`config.mk`:
```
export PLATFORM = sky130hd
export DESIGN_NAME = gtfmac_vnc_tx_gtfmac_if
export DESIGN_NICKNAME = d
export VERILOG_FILES = /design/src/rtl/gtfmac_vnc_tx_gtfmac_if.sv
export SDC_FILE = /design/constraint.sdc
export NUM_CORES = 1
export LEC_CHECK = 0
export CAP_MARGIN = 20
export CORE_MARGIN = 4
export CORE_UTILIZATION = 35
export DETAILED_ROUTE_END_ITERATION = 10
export PLACE_DENSITY_LB_ADDON = 0.08
export SLEW_MARGIN = 20
export SYNTH_ARGS = -nofsm -noshare
export SYNTH_HDL_FRONTEND = slang
export SYNTH_SLANG_ARGS = --single-unit
```
`constraint.sdc`:
```
create_clock -name tx_axis_clk -period 9 [get_ports tx_axis_clk]
set_input_delay 1.8 -clock tx_axis_clk [delete_from_list [all_inputs] [get_ports tx_axis_clk]]
set_output_delay 1.8 -clock tx_axis_clk [all_outputs]
set_load 0.02 [all_outputs]
```
`src/rtl/gtfmac_vnc_tx_gtfmac_if.sv`:
```
// Transmit adapter between the VNC packet-word generator and the GTF MAC AXIS
// transmit port. Incoming 64-bit packet words are buffered in a small FIFO.
// A four-state FSM turns them into MAC beats:
//   - a preamble phase (one 64-bit beat at 25G, four 16-bit beats at 10G),
//   - data beats,
//   - an optional trailing "late" end marker.
//
// Output handshake: every MAC-side output is a flop. A beat, once presented,
// stays frozen until tx_axis_tready=1 is seen on a rising edge. This holds
// whether or not tx_axis_tvalid is 1, because preamble and late beats carry
// tvalid=0. Idle cycles (nothing presented) need no tready. A new beat is
// computed whenever the output register is empty or is being accepted.
module gtfmac_vnc_tx_gtfmac_if #(
  parameter int FIFO_DEPTH = 4
) (
  input  logic        tx_axis_clk,
  input  logic        tx_axis_rst_n,
  input  logic        ctl_tx_data_rate,
  input  logic        ctl_tx_custom_preamble_en,
  input  logic        din_ena,
  input  logic        din_sop,
  input  logic        din_eop,
  input  logic        din_err,
  input  logic        din_empty,
  input  logic [63:0] din_data,
  input  logic [2:0]  din_mty,
  output logic        din_rdy,
  input  logic        tx_axis_tready,
  output logic        tx_axis_tvalid,
  output logic [63:0] tx_axis_tdata,
  output logic [7:0]  tx_axis_tpre,
  output logic [7:0]  tx_axis_tlast,
  output logic        tx_axis_terr,
  output logic        tx_axis_tsof,
  output logic        stat_underflow,
  output logic        stat_dropped_empty,
  output logic        stat_overflow,
  output logic [1:0]  dbg_state
);

  localparam int AW = $clog2(FIFO_DEPTH);
  localparam logic [63:0] STD_PREAMBLE = 64'hD555_5555_5555_55FB;

  typedef enum logic [1:0] {S_IDLE, S_PRE, S_DATA, S_LATE} state_t;

  typedef struct packed {
    logic [63:0] data;
    logic        sop;
    logic        eop;
    logic [2:0]  mty;
    logic        err;
  } word_t;

  // ---------------------------------------------------------------- FIFO
  word_t       mem [FIFO_DEPTH];
  logic [AW:0] wr_ptr, rd_ptr, wr_ptr_n, rd_ptr_n;
  logic        fifo_full, fifo_empty, full_n;
  logic        push, pop, drop_empty, overflow;
  word_t       head, word_in;

  assign word_in    = '{data: din_data, sop: din_sop, eop: din_eop, mty: din_mty, err: din_err};
  assign fifo_empty = (wr_ptr == rd_ptr);
  assign fifo_full  = (wr_ptr[AW] != rd_ptr[AW]) && (wr_ptr[AW-1:0] == rd_ptr[AW-1:0]);
  assign head       = mem[rd_ptr[AW-1:0]];

  // Zero-length words are discarded before they reach the buffer. A push
  // into a full buffer is lost even if a pop happens in the same cycle.
  assign drop_empty = din_ena && din_sop && din_eop && din_empty;
  assign overflow   = din_ena && !drop_empty && fifo_full;
  assign push       = din_ena && !drop_empty && !fifo_full;

  assign wr_ptr_n = wr_ptr + {{AW{1'b0}}, push};
  assign rd_ptr_n = rd_ptr + {{AW{1'b0}}, pop};
  assign full_n   = (wr_ptr_n[AW] != rd_ptr_n[AW]) && (wr_ptr_n[AW-1:0] == rd_ptr_n[AW-1:0]);

  // Buffer storage; contents need no reset because the pointers gate them.
  always_ff @(posedge tx_axis_clk) begin
    if (push) mem[wr_ptr[AW-1:0]] <= word_in;
  end

  // Pointers, ready flag, and the input-side status pulses.
  // din_rdy is held low during reset.
  always_ff @(posedge tx_axis_clk or negedge tx_axis_rst_n) begin
    if (!tx_axis_rst_n) begin
      wr_ptr             <= '0;
      rd_ptr             <= '0;
      din_rdy            <= 1'b0;
      stat_overflow      <= 1'b0;
      stat_dropped_empty <= 1'b0;
    end else begin
      wr_ptr             <= wr_ptr_n;
      rd_ptr             <= rd_ptr_n;
      din_rdy            <= !full_n;
      stat_overflow      <= overflow;
      stat_dropped_empty <= drop_empty;
    end
  end

  // ----------------------------------------------------------------- FSM
  state_t      state, state_n;
  logic [1:0]  beat_cnt, beat_cnt_n;
  logic [63:0] pre_word, pre_word_n;
  logic        late_err, late_err_n;
  logic        seen_first, seen_first_n;
  logic        uf_flag, uf_flag_n;
  logic        uf_pulse;
  logic        out_vld, out_vld_n;
  logic        load;

  logic        tvalid_n, terr_n, tsof_n;
  logic [63:0] tdata_n;
  logic [7:0]  tpre_n, tlast_n;

  // nm1 is (valid bytes - 1) of the head word, 0..7. At 10G the terminating
  // beat index is nm1/2, and an odd byte count leaves that beat half full.
  logic [2:0]  nm1;
  logic [1:0]  last_k;

  assign nm1       = 3'd7 - head.mty;
  assign last_k    = nm1[2:1];
  assign load      = !out_vld || tx_axis_tready;
  assign dbg_state = state;

  function automatic logic [15:0] slice16(input logic [63:0] w, input logic [1:0] k);
    case (k)
      2'd0:    return w[15:0];
      2'd1:    return w[31:16];
      2'd2:    return w[47:32];
      default: return w[63:48];
    endcase
  endfunction

  // Next state, FIFO pop, and the next beat to present.
  // When not loading, every output-register input holds its current value.
  always_comb begin
    state_n      = state;
    beat_cnt_n   = beat_cnt;
    pre_word_n   = pre_word;
    late_err_n   = late_err;
    seen_first_n = seen_first;
    uf_flag_n    = uf_flag;
    uf_pulse     = 1'b0;
    pop          = 1'b0;
    out_vld_n    = out_vld;
    tvalid_n     = tx_axis_tvalid;
    tdata_n      = tx_axis_tdata;
    tpre_n       = tx_axis_tpre;
    tlast_n      = tx_axis_tlast;
    terr_n       = tx_axis_terr;
    tsof_n       = tx_axis_tsof;

    if (load) begin
      // Default is an idle cycle: nothing presented, all outputs zero.
      out_vld_n = 1'b0;
      tvalid_n  = 1'b0;
      tdata_n   = '0;
      tpre_n    = '0;
      tlast_n   = '0;
      terr_n    = 1'b0;
      tsof_n    = 1'b0;

      case (state)
        S_IDLE: begin
          if (!fifo_empty && head.sop) begin
            state_n    = S_PRE;
            beat_cnt_n = 2'd0;
            uf_flag_n  = 1'b0;
            // With a custom preamble the SOP word is consumed as the
            // preamble, so any later SOP in DATA means a new frame.
            seen_first_n = ctl_tx_custom_preamble_en;
            if (ctl_tx_custom_preamble_en) begin
              pre_word_n = head.data;
              pop        = 1'b1;
            end else begin
              pre_word_n = STD_PREAMBLE;
            end
          end else if (!fifo_empty) begin
            // A word with no frame to belong to would block the buffer.
            pop = 1'b1;
          end
        end

        S_PRE: begin
          out_vld_n = 1'b1;
          if (ctl_tx_data_rate) begin
            tdata_n    = pre_word;
            tpre_n     = 8'hFF;
            tsof_n     = 1'b1;
            state_n    = S_DATA;
            beat_cnt_n = 2'd0;
          end else begin
            tdata_n = {48'd0, slice16(pre_word, beat_cnt)};
            tpre_n  = 8'h03;
            tsof_n  = (beat_cnt == 2'd0);
            if (beat_cnt == 2'd3) begin
              state_n    = S_DATA;
              beat_cnt_n = 2'd0;
            end else begin
              beat_cnt_n = beat_cnt + 2'd1;
            end
          end
        end

        S_DATA: begin
          if (fifo_empty) begin
            if (!uf_flag) begin
              uf_pulse  = 1'b1;
              uf_flag_n = 1'b1;
            end
          end else if (beat_cnt == 2'd0 && head.sop && seen_first) begin
            // The previous frame never saw its EOP. Close it as errored;
            // the SOP word stays in the buffer for the next frame.
            late_err_n = 1'b1;
            state_n    = S_LATE;
          end else begin
            out_vld_n = 1'b1;
            tvalid_n  = 1'b1;
            if (ctl_tx_data_rate) begin
              tdata_n      = head.data;
              pop          = 1'b1;
              seen_first_n = 1'b1;
              if (head.eop) begin
                if (head.mty != 3'd0) begin
                  tlast_n = 8'h02 << nm1;
                  terr_n  = head.err;
                  state_n = S_IDLE;
                end else begin
                  late_err_n = head.err;
                  state_n    = S_LATE;
                end
              end
            end else begin
              tdata_n = {48'd0, slice16(head.data, beat_cnt)};
              if (head.eop && beat_cnt == last_k) begin
                pop          = 1'b1;
                seen_first_n = 1'b1;
                beat_cnt_n   = 2'd0;
                if (!nm1[0]) begin
                  tlast_n = 8'h02;
                  terr_n  = head.err;
                  state_n = S_IDLE;
                end else begin
                  late_err_n = head.err;
                  state_n    = S_LATE;
                end
              end else if (beat_cnt == 2'd3) begin
                pop          = 1'b1;
                seen_first_n = 1'b1;
                beat_cnt_n   = 2'd0;
              end else begin
                beat_cnt_n = beat_cnt + 2'd1;
              end
            end
          end
        end

        default: begin  // S_LATE
          out_vld_n  = 1'b1;
          tlast_n    = 8'h01;
          terr_n     = late_err;
          late_err_n = 1'b0;
          beat_cnt_n = 2'd0;
          state_n    = S_IDLE;
        end
      endcase
    end
  end

  // FSM state, frame bookkeeping, and the registered MAC-side outputs.
  always_ff @(posedge tx_axis_clk or negedge tx_axis_rst_n) begin
    if (!tx_axis_rst_n) begin
      state          <= S_IDLE;
      beat_cnt       <= 2'd0;
      pre_word       <= '0;
      late_err       <= 1'b0;
      seen_first     <= 1'b0;
      uf_flag        <= 1'b0;
      out_vld        <= 1'b0;
      tx_axis_tvalid <= 1'b0;
      tx_axis_tdata  <= '0;
      tx_axis_tpre   <= '0;
      tx_axis_tlast  <= '0;
      tx_axis_terr   <= 1'b0;
      tx_axis_tsof   <= 1'b0;
      stat_underflow <= 1'b0;
    end else begin
      state          <= state_n;
      beat_cnt       <= beat_cnt_n;
      pre_word       <= pre_word_n;
      late_err       <= late_err_n;
      seen_first     <= seen_first_n;
      uf_flag        <= uf_flag_n;
      out_vld        <= out_vld_n;
      tx_axis_tvalid <= tvalid_n;
      tx_axis_tdata  <= tdata_n;
      tx_axis_tpre   <= tpre_n;
      tx_axis_tlast  <= tlast_n;
      tx_axis_terr   <= terr_n;
      tx_axis_tsof   <= tsof_n;
      stat_underflow <= uf_pulse;
    end
  end

endmodule
```
==> impl_results.md, run 1 <==
- Logic gate share of total power: 34.2%
- Yosys warning total: 0
- Final WL: 51.5 mm
- Final max-slew violation count: 0
- All-Layer GR Usage: 18.2%
- Chip width: 235 um
- # clock sinks: 439
- First-pass GRT wire length: 76.9 mm
- Hold_buf cts: 0
- Synth area leaders: edfxtp_1, dfrtp_1, mux4_2
- Drt wl/cell: 24.2 um
- Top-area cell type share of the netlist area: a little under half
- Htree depth: 2
- DR vias/cell: 5.30
- Fin Clk Skew: ~0.017 ns
- Achievable clock frequency: 217 MHz
- CTS tree: built
- Via count: 11.3k
- Worst Hold Class: flip-flop to flip-flop
- Status: complete, no violations
- Placed inst area: 20400 um^2
- DRT iter0 DRCs: 899
- Initial antenna violation count: 0
- Die height: 235 um
- CP startpoint kind: flip-flop
- Final hold slack: 0.472 ns
- HPWL Detailed: 33.5 mm
- Pint: 4.89 mW
- Clock Root Buffer: clkbuf_16
- Synth Cell Area: between 15000 and 20000 um^2
- Number of cells after detailed placement: 2038
- Pwr Density: roughly 350 nW/um^2
- Layout cells sized above 1: 12.7%
- Pleak: 7.85 nW
- CP arrival: 4.83 ns
- Slew @ Worst Pin: 1.07 ns
- Critical Path End Type: flip-flop
- Most frequent cells in the layout: edfxtp_1, clkdlybuf4s50_1, nand2_1, dfrtp_1, o21ai_0
- Largest net degree at the start of global routing: 90
- Inserted Diodes: 0
- Synthesis-to-finish area growth: 21.6%
- Full die area: 55400 um^2
- NetSw: 2.82 mW
- Post-Syn Nets: 1359
- Final Wtd Congestion: 0.799
- Pre-CTS setup slack: 3.89 ns
- Num CTS Buffers: 49
- Sequential power share: roughly two fifths
- Clk pwr share: 25.8%
- Max-cap violations: 0
- Period utilisation layout: approximately half
- Rel. slew slack: 28.4%
- Syn_area_per_cell: 14.3 um^2
- Setup_tns: 0 ns
- RSZ-0062 raised after global routing: no
- Vias in the first global route: approximately 11k
- Post-CTS Setup Repair Bufs: 0
- Largest incremental delay on the critical path: 0.93 ns
- Core area: a little over 50000 um^2
- Critical path data required time: 9.22 ns
- Post-synth cell types: 52
- FF/Latch Area: 12400 um^2
- Post-CTS Resized: 0
- Uppermost layer routed: met4
- Final setup violation count: 0
- Row cnt: 83
- Synth Instances: 1270
- Tmin final: ~4.6 ns
- PortBufs: 165
- Slowest-stage cell, CP: dfrtp_4
- Routed wl met3: 2.35 mm
- Clk buf depth: 3
- Sequential element share of the synthesized area: 68.4%
- NumNets Final: roughly 1.5k
- Initial Utilization: about a third
- Ports: roughly 170
- Setup Crit Path Kind: flip-flop to flip-flop
- CP Max Fanout: 42
- Area of the multi-input gates: 5190 um^2
- Filler Cell Count: 4713
- Final Instance Count excl. Fillers: 2130
- Critical Path Most Common Cell: buf_4
- Sw Share: 36.5%
- M1 WL: 22.0 mm
- Final Hold Fails: 0
- Maximum vdd drop: about 150 uV
- Total iterations of the first detailed-routing run: 5
- Final setup margin: 4.39 ns
- Finished Cell Area: 22000 um^2
- Synth area leader: edfxtp_1
- Synthesized flop and latch total: 439
- Most common cell after layout, fill and taps aside: edfxtp_1
- Drt drc: 0
- Clk slew on worst S/H paths: ~0.060 ns
- Met2 routed WL: between 20 and 30 mm
- Crit-path cells: buf_4 -> xor2_1 -> nor2_1 -> a21oi_1 -> nand2_1 -> nor2_4 -> buf_4
- Grt ovf: 0
- Clock latency at the later pin of the worst-skew pair: 0.59 ns
- DRT antenna net count: 0
[metrics by stage]
stage,utilization [%],power [mW]
after global placement,39.8,5.79
after CTS,42.9,7.83
final,42.9,7.71
after global routing,42.9,8.14
after detailed placement,39.8,5.81
after floorplan,-,4.71
[synth_stat cells, drive strengths merged]
cell type,instances
nor3b,1
a32o,10
a221o,5
mux2i,8
and2,3
nor3,7
a31o,1
a211o,1
inv,47
edfxtp,280
buf,27
a2111oi,1
xor2,7
a22o,13
a311oi,1
or3,2
a21o,1
nand2,162
o211ai,1
nand4,3
a22oi,81
a222oi,21
ha,12
clkbuf,70
nor2b,2
a21oi,14
mux2,5
and4b,1
nor4,5
nand3,6
nor4b,1
and3b,1
o32ai,1
and3,2
o221ai,1
o21ai,134
nor2,59
or4,2
a31oi,38
dfrtp,159
mux4,68
nand2b,1
xnor2,5
[worst paths after layout]
kind | from | to | slack [ns] | depth (start not counted)
setup / recovery | rd_ptr[0] | mem[2][51] | 4.39 | 7
hold / removal | tx_axis_tlast[0] | tx_axis_tlast[0] | 0.47 | 2
setup reg to reg | rd_ptr[0] | mem[2][51] | 4.39 | 7
hold reg to reg | tx_axis_tlast[0] | tx_axis_tlast[0] | 0.47 | 2
max in group asynchronous | tx_axis_rst_n | tx_axis_tdata[8] | 6.18 | 2
min in group asynchronous | tx_axis_rst_n | stat_dropped_empty | 1.29 | 1
[flip-flops by register name (all words and copies together) (netlist names)]
register / cells
tx_axis_tvalid: 1
mem: 280
out_vld: 1
pre_word: 64
tx_axis_tsof: 1
tx_axis_tlast: 8
dbg_state: 2
stat_dropped_empty: 1
tx_axis_tpre: 2
wr_ptr: 3
stat_underflow: 1
uf_flag: 1
tx_axis_terr: 1
seen_first: 1
din_rdy: 1
beat_cnt: 2
late_err: 1
tx_axis_tdata: 64
stat_overflow: 1
rd_ptr: 3
[metal layers]
metal,up-vias,track usage [%]
met1,5777,24.6
met4,0,5.14
met2,318,31.0
met3,65,2.62
li1,5132,-
met5,-,0
[layout make-up]
type                            instances  share of cell area, %
Clock inverter                         22                  0.847
Clock buffer                           70                   6.44
Timing Repair Buffer                  185                   8.17
Multi-Input combinational cell        687                   23.6
Sequential cell                       439                   56.3
Inverter                               47                  0.801
Tap cell                              680                   3.86
[critical path: cells and delay by family, from the launching register on]
family / cells / cell delay, ns
buffers and inverters: 2 / 1.46
AND/OR/NAND/NOR: 3 / 1.06
flip-flops: 1 / 0.93
AO/OA/AOI/OAI: 1 / 0.34
XOR/XNOR: 1 / 0.28
[power groups by stage]
stage	clock network [mW]	logic [mW]	registers, mW
3_5_place_dp	0	2.67	3.14
6_report	1.99	2.64	3.08
4_1_cts	2.04	2.68	3.10
5_1_grt	2.12	2.88	3.14
3_3_place_gp	0	2.66	3.13
2_1_floorplan	0	1.66	3.05
[cells by family after synthesis]
kind of cell	synth area share (%)
AO/OA/AOI/OAI	11.8
multiplexers	9.23
buffers and inverters	3.28
adder cells (fa/ha/maj)	0.829
XOR/XNOR	0.580
flip-flops	68.4
AND/OR/NAND/NOR	5.90
(Power assumes the default switching activity.)
==> run 2: changes to the inputs <==
clock period = 4.2 ns   (was 9 ns; I/O delays follow)
==> impl_results.md, run 2 (same netlist as run 1, synthesis figures left out) <==
- Initial Utilization: 35.3%
- DR vias/cell: about 5.4
- Drt drc: 0
- HPWL Detailed: 35.0 mm
- Critical path data required time: 4.66 ns
- Final hold slack: 0.280 ns
- RSZ-0062 raised after global routing: no
- Max reg flops: 280
- Post-CTS Setup Repair Bufs: 0
- Clock Root Buffer: clkbuf_16
- Ports: 166
- All-Layer GR Usage: between 10% and 20%
- Via count: about 12k
- Achievable clock frequency: around 320 MHz
- Critical Path Start: rd_ptr[0]
- Total iterations of the first detailed-routing run: 9
- Status: complete, no violations
- CP arrival: 3.62 ns
- Slew @ Worst Pin: 0.978 ns
- DRT antenna net count: 0
- # clock sinks: 439
- Clk buf depth: 3
- Synthesis-to-finish area growth: 22.8%
- Largest net degree at the start of global routing: 73
- Setup_tns: 0 ns
- Post-CTS Resized: 0
- Filler Cell Count: 4708
- PortBufs: between 150 and 200
- Most frequent cells in the layout: edfxtp_1, clkdlybuf4s50_1, nand2_1, dfrtp_1, o21ai_0
- Tmin final: about 3.2 ns
- Period utilisation layout: 75.3%
- Pleak: ~8 nW
- CP Max Fanout: 12
- Vias in the first global route: 11.8k
- Critical Path End Type: flip-flop
- Final WL: between 50 and 60 mm
- Worst Hold Class: primary input to asynchronous set/reset pin
- Final Wtd Congestion: 0.832
- Final max-slew violation count: 0
- Rel. slew slack: 34.8%
- DRT iter0 DRCs: 1070
- CTS tree: built
- Core area: about 51000 um^2
- Row cnt: 83
- Chip width: 235 um
- Clk slew on worst S/H paths: around 0.06 ns
- Pwr Density: 755 nW/um^2
- Initial antenna violation count: 1
- Setup Crit Path Kind: flip-flop to flip-flop
- Final setup violation count: 0
- Drt wl/cell: 24.8 um
- Die height: 235 um
- Clock latency at the later pin of the worst-skew pair: 0.59 ns
- Htree depth: 2
- First-pass GRT wire length: 79.6 mm
- Startpoint of the worst-slack reg-to-reg timing path: rd_ptr[0]
- Inserted Diodes: 0
- Num CTS Buffers: 49
- Fin Clk Skew: 0.0230 ns
- Max-cap violations: 0
- Final Hold Fails: 0
- Hold_buf cts: 0
- Layout cells sized above 1: a little over an eighth
- CP startpoint kind: flip-flop
- Power, Total: 16.8 mW
- NumNets Final: 1511
- Full die area: 55400 um^2
- Grt ovf: 0
- Most common cell after layout, fill and taps aside: edfxtp_1
- Maximum vdd drop: 354 uV
==> run 2: changes by cell type in the layout (fill, tap and decap cells not counted) <==
cell,previous run,this run
nor3b_4,0,1
clkbuf_8,5,4
clkinv_1,7,5
and2_4,2,1
nand3_2,0,1
buf_12,0,8
clkinv_2,9,10
buf_4,20,25
and2_2,0,1
bufinv_16,3,5
nor3b_2,1,0
clkinv_4,1,0
nand3_4,1,0
==> run 2: stage by stage <==
stage	instance area, um^2	cells	util (%)	setup slack, ns
after floorplan	18100	1270	-	0.622
after global placement	20600	2051	40.2	1.01
after detailed placement	20600	2051	40.2	0.983
after CTS	22200	2142	43.4	1.02
after global routing	22200	2142	43.4	0.906
final	22200	2142	43.4	1.04
==> run 2: where the power goes <==
group | internal, mW | total, mW | switching, mW
Sequential | 5.80 | 6.48 | 0.685
Combinational | 2.26 | 5.94 | 3.69
Clock | 2.63 | 4.37 | 1.74
Total | 10.7 | 16.8 | 6.11
==> run 2: final timing paths <==
path,slack (ns),cells after the start,to
setup / recovery,1.04,10,din_rdy
hold / removal,0.28,1,wr_ptr[0]
setup reg to reg,1.04,10,din_rdy
hold reg to reg,0.46,2,tx_axis_tlast[0]
max in group asynchronous,3.01,2,pre_word[43]
min in group tx_axis_clk,0.46,2,tx_axis_tlast[0]
==> run 2: per-layer routing <==
metal | GRT usage, % | vias up | part of all wire (%)
met2 | 31.7 | 315 | 50
met4 | 5.20 | 0 | 2.2
met5 | 0 | - | 0
met1 | 25.5 | 5969 | 43
met3 | 3.25 | 66 | 4.7
li1 | - | 5169 | -
==> run 2: critical path, cell delays in order (launching register included) <==
cell     delay, ns
dfrtp_4       0.60
mux4_2        0.63
and3_1        0.31
nor2_1        0.23
nand2_1       0.08
a21oi_1       0.20
ha_1          0.18
ha_1          0.15
xor2_1        0.21
xnor2_1       0.09
or3_1         0.36
==> run 2: layout make-up <==
type	instances	area (um^2)	share of cell area, %
flip-flops and latches	439	12400	55.7
repair buffers	198	2000	8.97
inverters	47	176	0.793
clock buffers	69	1410	6.32
clock inverters	22	235	1.06
multi-input cells	687	5190	23.3
well taps	680	851	3.82
==> run 3: changes to the inputs <==
clock period = 3.3 ns   (was 4.2 ns; I/O delays follow)
==> impl_results.md, run 3 (same netlist as run 1, synthesis figures left out) <==
- Final WL: 52.4 mm
- Die height: 235 um
- First-pass GRT wire length: 78.3 mm
- M1 WL: 22.6 mm
- NumNets Final: 1528
- Placed inst area: 20800 um^2
- NetSw: 7.76 mW
- # clock sinks: 439
- Finished Cell Area: 22400 um^2
- Clk slew on worst S/H paths: 0.06 ns
- Logic gate share of total power: a little over a third
- Ports: 166
- Setup_tns: 0 ns
- Num CTS Buffers: 49
- Clock Root Buffer: clkbuf_16
- Worst Hold Class: primary input to asynchronous set/reset pin
- R2R Path End: din_rdy
- Setup Crit Path Kind: flip-flop to flip-flop
- Final Wtd Congestion: 0.813
- Inserted Diodes: 0
- Max reg flops: 280
- Core area: 51300 um^2
- Critical Path End Type: flip-flop
- RSZ-0062 raised after global routing: no
- DR vias/cell: ~5.3
- Largest net degree at the start of global routing: 73
- Post-CTS Resized: 0
- Most frequent cells in the layout: edfxtp_1, clkdlybuf4s50_1, nand2_1, dfrtp_1, o21ai_0
- Achievable clock frequency: 331 MHz
- Via count: ~12k
- Chip width: 235 um
- Pleak: between 8 and 9 nW
- Pre-CTS setup slack: 0.268 ns
- Tmin final: 3.02 ns
- Routed wl met3: 2.50 mm
- CP Max Fanout: 10
- Uppermost layer routed: met4
- FF-to-FF setup slack: 0.28 ns
- HPWL Detailed: 35.3 mm
- Final setup margin: approximately 0.28 ns
- Period utilisation layout: 91.5%
- Drt drc: 0
- CP startpoint kind: flip-flop
- Total iterations of the first detailed-routing run: 5
- Most common cell after layout, fill and taps aside: edfxtp_1
- DRT antenna net count: 0
- Layout cells sized above 1: 14.4%
- Hold_buf cts: 0
- Status: complete, no violations
- Initial antenna violation count: 0
- Startpoint of the worst-slack reg-to-reg timing path: rd_ptr[1]
- Vias in the first global route: 11.7k
- Pint: 13.6 mW
- Max-cap violations: 0
- PortBufs: 165
- Full die area: ~55000 um^2
- DRT iter0 DRCs: 973
- Synthesis-to-finish area growth: 23.7%
- Fin Clk Skew: 0.0150 ns
- Met2 routed WL: 26.2 mm
- Final Hold Fails: 0
- Reg2Reg Depth: 12
- Final max-slew violation count: 0
- Sequential power share: 38.2%
- Htree depth: 2
- CP arrival: approximately 3.5 ns
- Final setup violation count: 0
- Pwr Density: approximately 950 nW/um^2
- Clk pwr share: between 20% and 30%
- Post-CTS Setup Repair Bufs: 0
- Initial Utilization: 35.3%
- Filler Cell Count: 4739
- Clock latency at the later pin of the worst-skew pair: 0.59 ns
- Maximum vdd drop: 391 uV
- Critical path data required time: 3.75 ns
- Slew @ Worst Pin: 1.12 ns
- CTS tree: built
- Clk buf depth: 3
- Rel. slew slack: between 20% and 30%
- Grt ovf: 0
- All-Layer GR Usage: 18.6%
- Row cnt: 83
- Drt wl/cell: between 20 and 25 um
- Sw Share: between 30% and 40%
[run 3: cell count changes in the layout (fill, tap and decap cells not counted), sizes merged]
| cell | delta |
|---|---|
| buf | +17 |
| bufinv | -2 |
| clkbuf | +6 |
| clkinvlp | -1 |
| clkinv | -2 |
[run 3: how the worst max path moves through the flow]
stage | slack (ns) | to | from
floorplan | 0.02 | mem[0][0] | rd_ptr[1]
global placement | 0.31 | din_rdy | rd_ptr[0]
detailed placement | 0.27 | din_rdy | rd_ptr[0]
CTS | 0.26 | din_rdy | rd_ptr[0]
global route | 0.07 | din_rdy | rd_ptr[1]
finish | 0.28 | din_rdy | rd_ptr[1]
[run 3: area by class of cell]
| class | instances | area (um^2) | share of cell area [%] |
|---|---|---|---|
| clock inverters | 17 | 156 | 0.698 |
| inverters | 47 | 176 | 0.787 |
| flip-flops and latches | 439 | 12400 | 55.3 |
| repair buffers | 215 | 2200 | 9.81 |
| multi-input cells | 687 | 5200 | 23.2 |
| clock buffers | 75 | 1430 | 6.37 |
| well taps | 680 | 851 | 3.80 |
[run 3: critical path: stages (launching register included)]
cell and delay, ns:
dfrtp_4 0.46, buf_4 0.24, mux2i_2 0.27, xnor2_1 0.09
or4_4 0.52, nand3_1 0.09, nand2_1 0.05, a21oi_1 0.18
ha_1 0.18, ha_1 0.15, xor2_1 0.21, xnor2_1 0.08
or3_1 0.36
[run 3: power by group through the flow]
| stage | Combinational [mW] | Sequential [mW] | Clock, mW |
|---|---|---|---|
| floorplan | 4.55 | 8.30 | 0 |
| global placement | 7.93 | 8.25 | 0 |
| detailed placement | 7.94 | 8.28 | 0 |
| CTS | 7.97 | 8.18 | 5.53 |
| global route | 8.47 | 8.31 | 5.76 |
| finish | 7.83 | 8.16 | 5.38 |
[run 3: metal layers]
metal,global-route usage (%),vias up
li1,-,5193
met1,25.3,5894
met2,31.2,343
met3,2.92,77
met4,5.13,0
met5,0,-
[run 3: stage by stage]
step | hold WS (ns) | util, % | cells | power (mW)
2_1_floorplan | 0.364 | - | 1270 | 12.8
3_3_place_gp | 0.463 | 40.6 | 2068 | 16.2
3_5_place_dp | 0.474 | 40.6 | 2068 | 16.2
4_1_cts | 0.0912 | 43.7 | 2160 | 21.7
5_1_grt | 0.119 | 43.7 | 2160 | 22.5
6_report | 0.0860 | 43.7 | 2160 | 21.4
